## src/rtl/linear_mac_seq_if.sv

```systemverilog
// linear_mac_seq_if: control, RAM-read and result-write signals of linear_mac_seq.
// b_addr/b_rdata exist only when LINEAR_BIAS_EN is defined.
interface linear_mac_seq_if #(
   parameter int unsigned DW   = 32,
   parameter int unsigned ROWS = 50,
   parameter int unsigned K    = 20,
   parameter int unsigned COLS = 20
);
   localparam int unsigned IAW = (ROWS * K > 1) ? $clog2(ROWS * K) : 1;
   localparam int unsigned WAW = (K * COLS > 1) ? $clog2(K * COLS) : 1;
   localparam int unsigned OAW = (ROWS * COLS > 1) ? $clog2(ROWS * COLS) : 1;
   localparam int unsigned CW  = (COLS > 1) ? $clog2(COLS) : 1;

   logic           start;
   logic           busy;
   logic           done;
   logic [IAW-1:0] in_addr;
   logic [DW-1:0]  in_rdata;
   logic [WAW-1:0] w_addr;
   logic [DW-1:0]  w_rdata;
`ifdef LINEAR_BIAS_EN
   logic [CW-1:0]  b_addr;
   logic [DW-1:0]  b_rdata;
`endif
   logic           out_we;
   logic [OAW-1:0] out_addr;
   logic [DW-1:0]  out_data;

   modport master (
      input  start, in_rdata, w_rdata,
`ifdef LINEAR_BIAS_EN
      input  b_rdata,
      output b_addr,
`endif
      output busy, done, in_addr, w_addr, out_we, out_addr, out_data
   );

   modport slave (
      output start, in_rdata, w_rdata,
`ifdef LINEAR_BIAS_EN
      output b_rdata,
      input  b_addr,
`endif
      input  busy, done, in_addr, w_addr, out_we, out_addr, out_data
   );
endinterface

```

## src/rtl/linear_mac_seq.sv

```systemverilog
// linear_mac_seq: sequential fixed-point linear layer OUT = sat((IN x W) >>> FRAC), one MAC per cycle
// over 1-cycle-latency RAMs. Define LINEAR_BIAS_EN to add a per-column bias (b_addr/b_rdata).
module linear_mac_seq #(
   parameter int unsigned DW   = 32,
   parameter int unsigned ROWS = 50,
   parameter int unsigned K    = 20,
   parameter int unsigned COLS = 20,
   parameter int unsigned FRAC = 24
) (
   input logic              clk,
   input logic              rst_n,
   linear_mac_seq_if.master bus
);
   localparam int unsigned IAW = (ROWS * K > 1) ? $clog2(ROWS * K) : 1;
   localparam int unsigned WAW = (K * COLS > 1) ? $clog2(K * COLS) : 1;
   localparam int unsigned OAW = (ROWS * COLS > 1) ? $clog2(ROWS * COLS) : 1;
   localparam int unsigned CW  = (COLS > 1) ? $clog2(COLS) : 1;
   localparam int unsigned RW  = (ROWS > 1) ? $clog2(ROWS) : 1;
   localparam int unsigned KW  = (K > 1) ? $clog2(K) : 1;
   localparam int unsigned AW  = 2 * DW + $clog2(K) + 1;

   localparam logic signed [AW-1:0] SAT_MAX = {{(AW - DW + 1){1'b0}}, {(DW - 1){1'b1}}};
   localparam logic signed [AW-1:0] SAT_MIN = {{(AW - DW + 1){1'b1}}, {(DW - 1){1'b0}}};

   typedef enum logic [2:0] {S_IDLE, S_MAC, S_DRAIN, S_WRITE, S_FIN} state_t;

   state_t                state, state_d;
   logic [KW-1:0]         k, k_d;
   logic [CW-1:0]         c, c_d, c_inc;
   logic [RW-1:0]         r, r_d;
   logic [IAW-1:0]        row_base, row_base_d, in_addr, in_addr_d;
   logic [WAW-1:0]        w_addr, w_addr_d;
   logic [CW-1:0]         b_addr, b_addr_d;
   logic [OAW-1:0]        out_addr, out_addr_d;
   logic [DW-1:0]         out_data, out_data_d;
   logic                  out_we, out_we_d, busy, busy_d, done, done_d;
   logic                  pend_vld, pend_vld_d, pend_first, pend_first_d;
   logic signed [AW-1:0]  acc, acc_d, acc_init, sh;
   logic signed [2*DW-1:0] prod;
   logic [DW-1:0]         sat_val;

   assign bus.busy     = busy;
   assign bus.done     = done;
   assign bus.in_addr  = in_addr;
   assign bus.w_addr   = w_addr;
   assign bus.out_we   = out_we;
   assign bus.out_addr = out_addr;
   assign bus.out_data = out_data;
`ifdef LINEAR_BIAS_EN
   assign bus.b_addr   = b_addr;
   assign acc_init     = AW'($signed(bus.b_rdata)) <<< FRAC;
`else
   assign acc_init     = '0;
`endif

   assign prod  = $signed(bus.in_rdata) * $signed(bus.w_rdata);
   assign c_inc = c + CW'(1);

   // Next state, counters, accumulator and registered outputs
   always_comb begin
      state_d      = state;
      k_d          = k;
      c_d          = c;
      r_d          = r;
      row_base_d   = row_base;
      in_addr_d    = in_addr;
      w_addr_d     = w_addr;
      b_addr_d     = b_addr;
      out_addr_d   = out_addr;
      out_data_d   = out_data;
      out_we_d     = 1'b0;
      busy_d       = busy;
      done_d       = 1'b0;
      pend_vld_d   = (state == S_MAC);
      pend_first_d = (state == S_MAC) && (k == '0);
      acc_d        = acc;

      // Products trail their address by one cycle; the first one of an element seeds acc
      if (pend_vld) begin
         acc_d = pend_first ? (acc_init + AW'(prod)) : (acc + AW'(prod));
      end

      sh = acc_d >>> FRAC;
      if (sh > SAT_MAX)      sat_val = SAT_MAX[DW-1:0];
      else if (sh < SAT_MIN) sat_val = SAT_MIN[DW-1:0];
      else                   sat_val = sh[DW-1:0];

      case (state)
         S_IDLE: begin
            if (bus.start) begin
               state_d    = S_MAC;
               busy_d     = 1'b1;
               k_d        = '0;
               c_d        = '0;
               r_d        = '0;
               row_base_d = '0;
               in_addr_d  = '0;
               w_addr_d   = '0;
               b_addr_d   = '0;
               out_addr_d = '0;
            end
         end
         S_MAC: begin
            if (k == KW'(K - 1)) begin
               state_d = S_DRAIN;
            end else begin
               k_d       = k + KW'(1);
               in_addr_d = in_addr + IAW'(1);
               w_addr_d  = w_addr + WAW'(COLS);
            end
         end
         S_DRAIN: begin
            state_d    = S_WRITE;
            out_we_d   = 1'b1;
            out_data_d = sat_val;
         end
         S_WRITE: begin
            k_d = '0;
            if (c == CW'(COLS - 1)) begin
               c_d = '0;
               if (r == RW'(ROWS - 1)) begin
                  state_d = S_FIN;
                  busy_d  = 1'b0;
                  done_d  = 1'b1;
               end else begin
                  state_d    = S_MAC;
                  r_d        = r + RW'(1);
                  row_base_d = row_base + IAW'(K);
                  in_addr_d  = row_base + IAW'(K);
                  w_addr_d   = '0;
                  b_addr_d   = '0;
                  out_addr_d = out_addr + OAW'(1);
               end
            end else begin
               state_d    = S_MAC;
               c_d        = c_inc;
               in_addr_d  = row_base;
               w_addr_d   = WAW'(c_inc);
               b_addr_d   = c_inc;
               out_addr_d = out_addr + OAW'(1);
            end
         end
         S_FIN:   state_d = S_IDLE;
         default: state_d = S_IDLE;
      endcase
   end

   always_ff @(posedge clk or negedge rst_n) begin
      if (!rst_n) begin
         state      <= S_IDLE;
         k          <= '0;
         c          <= '0;
         r          <= '0;
         row_base   <= '0;
         in_addr    <= '0;
         w_addr     <= '0;
         b_addr     <= '0;
         out_addr   <= '0;
         out_data   <= '0;
         out_we     <= 1'b0;
         busy       <= 1'b0;
         done       <= 1'b0;
         pend_vld   <= 1'b0;
         pend_first <= 1'b0;
         acc        <= '0;
      end else begin
         state      <= state_d;
         k          <= k_d;
         c          <= c_d;
         r          <= r_d;
         row_base   <= row_base_d;
         in_addr    <= in_addr_d;
         w_addr     <= w_addr_d;
         b_addr     <= b_addr_d;
         out_addr   <= out_addr_d;
         out_data   <= out_data_d;
         out_we     <= out_we_d;
         busy       <= busy_d;
         done       <= done_d;
         pend_vld   <= pend_vld_d;
         pend_first <= pend_first_d;
         acc        <= acc_d;
      end
   end
endmodule

```

## src/flat_wrapper.sv

```systemverilog
// flat-port wrapper written by rule: the top's interface ports become plain ports
module linear_mac_seq_flat 
#(
   parameter int unsigned DW   = 32,
   parameter int unsigned ROWS = 50,
   parameter int unsigned K    = 20,
   parameter int unsigned COLS = 20,
   parameter int unsigned FRAC = 24
)
  (clk, rst_n, bus_start, bus_in_rdata, bus_w_rdata, bus_busy, bus_done, bus_in_addr, bus_w_addr, bus_out_we, bus_out_addr, bus_out_data);
  linear_mac_seq_if #(.DW(DW), .ROWS(ROWS), .K(K), .COLS(COLS)) bus_i ();
  input logic clk;
  input logic rst_n;
  input wire logic [$bits(bus_i.start)-1:0] bus_start;
  input wire logic [$bits(bus_i.in_rdata)-1:0] bus_in_rdata;
  input wire logic [$bits(bus_i.w_rdata)-1:0] bus_w_rdata;
  output wire logic [$bits(bus_i.busy)-1:0] bus_busy;
  output wire logic [$bits(bus_i.done)-1:0] bus_done;
  output wire logic [$bits(bus_i.in_addr)-1:0] bus_in_addr;
  output wire logic [$bits(bus_i.w_addr)-1:0] bus_w_addr;
  output wire logic [$bits(bus_i.out_we)-1:0] bus_out_we;
  output wire logic [$bits(bus_i.out_addr)-1:0] bus_out_addr;
  output wire logic [$bits(bus_i.out_data)-1:0] bus_out_data;
  assign bus_i.start = bus_start;
  assign bus_i.in_rdata = bus_in_rdata;
  assign bus_i.w_rdata = bus_w_rdata;
  assign bus_busy = bus_i.busy;
  assign bus_done = bus_i.done;
  assign bus_in_addr = bus_i.in_addr;
  assign bus_w_addr = bus_i.w_addr;
  assign bus_out_we = bus_i.out_we;
  assign bus_out_addr = bus_i.out_addr;
  assign bus_out_data = bus_i.out_data;
  linear_mac_seq #(.DW(DW), .ROWS(ROWS), .K(K), .COLS(COLS), .FRAC(FRAC)) u_core (.clk(clk), .rst_n(rst_n), .bus(bus_i));
endmodule
```

## config.mk

```make
export PLATFORM = sky130hd
export DESIGN_NAME = linear_mac_seq_flat
export DESIGN_NICKNAME = d
export VERILOG_FILES = /design/src/rtl/linear_mac_seq_if.sv /design/src/rtl/linear_mac_seq.sv /design/src/flat_wrapper.sv
export SDC_FILE = /design/constraint.sdc
export NUM_CORES = 2
export LEC_CHECK = 0
export ABC_CLOCK_PERIOD_IN_PS = 4200
export BUFFER_PORTS_ARGS = -buffer_cell sky130_fd_sc_hd__buf_2
export CAP_MARGIN = 10
export CORE_ASPECT_RATIO = 1.1
export CORE_MARGIN = 1
export CORE_UTILIZATION = 38
export CTS_BUF_LIST = sky130_fd_sc_hd__clkbuf_4
export CTS_CLUSTER_DIAMETER = 80
export CTS_CLUSTER_SIZE = 12
export DETAILED_ROUTE_END_ITERATION = 10
export GPL_TIMING_DRIVEN = 0
export HOLD_SLACK_MARGIN = 0.03
export SKIP_CTS_REPAIR_TIMING = 1
export SLEW_MARGIN = 0
export SYNTH_ARGS = -nofsm -noshare
export SYNTH_HDL_FRONTEND = slang
export SYNTH_SLANG_ARGS = --single-unit
```

## constraint.sdc

```tcl
create_clock -name clk -period 4.2 [get_ports clk]
set_clock_uncertainty 0.1 [all_clocks]
set_input_delay 0.21 -clock clk [delete_from_list [all_inputs] [get_ports clk]]
set_output_delay 0.21 -clock clk [all_outputs]
set_load 0.01 [all_outputs]
```

==> out/summary.txt <==
status -> finished with violations
failing checks -> negative setup slack
CP arrival -> 10.59 ns
core footprint -> 0.125 sq mm
Compound-Gate Fraction of Synth Area -> 9.43%
via count -> 38900
grt met2 use -> 45.2%
final setup margin -> -5.95 ns
mux cell area share after synthesis -> 0.363%
Vias/cell -> 5.30
commonest non-fill, non-tap cells in the layout -> fa_1, inv_1, nand2_1, and2_1, nor2_1
Non-Filler Instances -> 7345
synthesized instance count -> 5385
final RePlAce weighted congestion -> 1.02
initial antenna violation count -> 8
fin nets -> 7081
all-layer global routing usage -> 27.2%
WS Path Type -> input port to flop
Std-Cell Rows -> 136
f_max -> 0.0985 GHz
total CTS buffers -> 17
register area share after synthesis -> 8.45%
First-pass DRT Iterations -> 6
clock sinks -> 163
HP Class -> input port to flop
Critical Path Fanout Max -> 10
Crit. End Element -> flop
worst path bufs/invs -> 6
Main synth FF type -> dfrtp_1
netlist area before placement -> 0.0483 sq mm
Syn. warnings -> 0
clock latency on the worst-skew pair -> 0.64 ns
P&R area growth vs syn -> 16.9%
largest family of logic cells by synthesized area -> adder cells
Final Hold Fails -> 0
slew margin rel. -> 34.4%
Crit-path slowest cell -> fa_1
DP Cell Count -> 7172
gr ovfl total -> 0
die area -> 0.128 sq mm
FF+latch count, synth -> 163
Syn Area/Cell -> 8.96 sq um
Final Max Slew Viols -> 0
Layout Utilization -> 45.0%
CTS H-tree lvls -> 4
Tcrit/Tclk final -> 242%
slowest cell delay on critical path -> 0.61 ns
Hold WS -> 0.257 ns
Routed WL -> 173000 um
Netlist cell types -> 101
global route hottest layer -> met2
Worst Tran Pin Value -> 0.974 ns
cell mode on critical path -> fa_1
Die Span X -> 342 um
Synth Area in XOR/XNOR -> 2.80%
Detail Placement HPWL -> 145000 um
Initial Util -> 38.5%
setup violators final -> 96
die height -> 376 um
Final ANT Viol Nets -> 0
number of synthesized flops with an enable pin -> 0
commonest non-fill, non-tap cell in the layout -> fa_1
clock-pin slew on the worst setup and hold paths -> 0.18 ns
root buffer cell -> clkbuf_4
CTS tree -> yes
met3 Usage GRT -> 4.97%
IO Count -> 131
GR Util met1 -> 35.0%
Post-Synth Adder-Cell Area -> 51.7%
RSZ-0062 raised after global routing -> true
minimum clock period -> 10.15 ns
Worst path top cell family by delay -> adder cells
Simple-Gate Fraction of Synth Area -> 16.6%
vias in the first global route -> 40600
syn nets -> 6797
FFs w/ async S/R, synth -> 100%
Clock Path Buffers -> 2
Req. time, crit path -> 4.64 ns
CP startpoint kind -> input port
share of cells above drive strength 1 -> 17.5%
FF-to-FF setup slack -> -0.64 ns
Initial DRC Count -> 3532
drc violations -> 0
WL/cell -> 23.6 um
first-pass GRT wire length -> 259000 um
pin count of the biggest net entering global routing -> 106
Port Buffers -> 130
max-cap violations -> 0
[logic make-up (layout without fill, tap and decap cells)]
logic type | count (synthesis) | in the layout
simple gates | 1674 | 1674
fa+ha+maj | 1345 | 1345
mux | 17 | 17
xor+xnor | 154 | 154
other cells | 0 | 7
compound gates | 715 | 715
flops | 163 | 163
buf+inv | 1317 | 1614
[layout make-up]
cell class,count,area [sq um]
inverter,1024,3870
tap,1656,2070
antenna,7,17.5
buffer,281,2530
clock inverter,14,133
clock buffer,18,135
fill,12100,69000
timing repair buffer,277,2090
multi-input combinational,3905,41500
sequential,163,4080
[cell usage after synthesis, drive strengths merged, types with 6 or more instances]
cell / count / area [sq um]
buf: 28 / 219
or3: 8 / 50.1
a221o: 6 / 61.3
nor4: 13 / 115
a21o: 45 / 340
a31oi: 32 / 200
fa: 1083 / 21700
and4: 6 / 55.1
dfrtp: 163 / 4080
inv: 1022 / 3840
ha: 262 / 3280
a221oi: 7 / 61.3
nand2: 728 / 2730
nor2b: 10 / 62.6
o221ai: 8 / 82.6
nand2b: 21 / 131
a211oi: 15 / 123
nor3: 36 / 180
o21a: 16 / 120
a211o: 10 / 88.8
nor2: 261 / 982
nand4: 43 / 275
o21ai: 166 / 842
mux2i: 13 / 130
clkbuf: 263 / 1060
nor3b: 9 / 67.6
xnor2: 91 / 797
and2: 443 / 2770
and3: 20 / 126
o31ai: 8 / 60.1
nand3: 54 / 270
a41oi: 6 / 60.1
xor2: 63 / 552
a311oi: 6 / 58.8
o21bai: 23 / 173
o211ai: 24 / 185
or2: 6 / 37.5
a21oi: 284 / 1550
[stage by stage]
step                      setup slack (ns)  TNS [ns]  area (sq um)
final                                -5.95   -431.98         56400
after global routing                 -6.16   -452.67         56400
after CTS                            -7.48   -530.85         52800
after detailed placement             -8.10   -596.40         52500
after floorplan                      -5.63   -396.16         49800
after global placement               -8.22   -617.49         52500
[routing by layer]
metal / vias to the layer above / share of wire [%] / wire length, um
met1: 19900 / 39 / 67100
met4: 2 / 5.2 / 8930
met5: - / 0.0075 / 13
met3: 314 / 8.9 / 15400
li1: 17100 / - / -
met2: 1604 / 47 / 81800
[registers in the layout, summed over array words and instances (netlist names), 3 cells and up]
name / cells
u_core.r: 6
u_core.state: 3
u_core.acc: 70
u_core.c: 5
u_core.bus.w_addr: 9
u_core.row_base: 8
u_core.k: 5
u_core.bus.out_addr: 10
u_core.bus.out_data: 32
u_core.bus.in_addr: 10
[final timing paths]
check / endpoint / startpoint / cells past startpoint
max: u_core.bus.out_data[17]$_DFFE_PN0P_ / bus_w_rdata[30] / 38
min: u_core.acc[0]$_DFFE_PN0P_ / bus_w_rdata[0] / 5
max reg2reg: u_core.bus.out_data[17]$_DFFE_PN0P_ / u_core.acc[0]$_DFFE_PN0P_ / 17
min reg2reg: u_core.bus.out_data[31]$_DFFE_PN0P_ / u_core.bus.out_data[31]$_DFFE_PN0P_ / 2
max in group asynchronous: u_core.r[1]$_DFFE_PN0P_ / rst_n / 4
min in group asynchronous: u_core.acc[68]$_DFF_PN0_ / rst_n / 3
[worst min-delay path, cell delays in order]
cell and delay, ns:
buf_2 0.16, and2_1 0.25, ha_1 0.15, nand2_1 0.05
a31oi_1 0.14
Power is left out: the tool's default activity adds up to more than one toggle a clock period on the data nets, which glitch-free logic cannot reach.
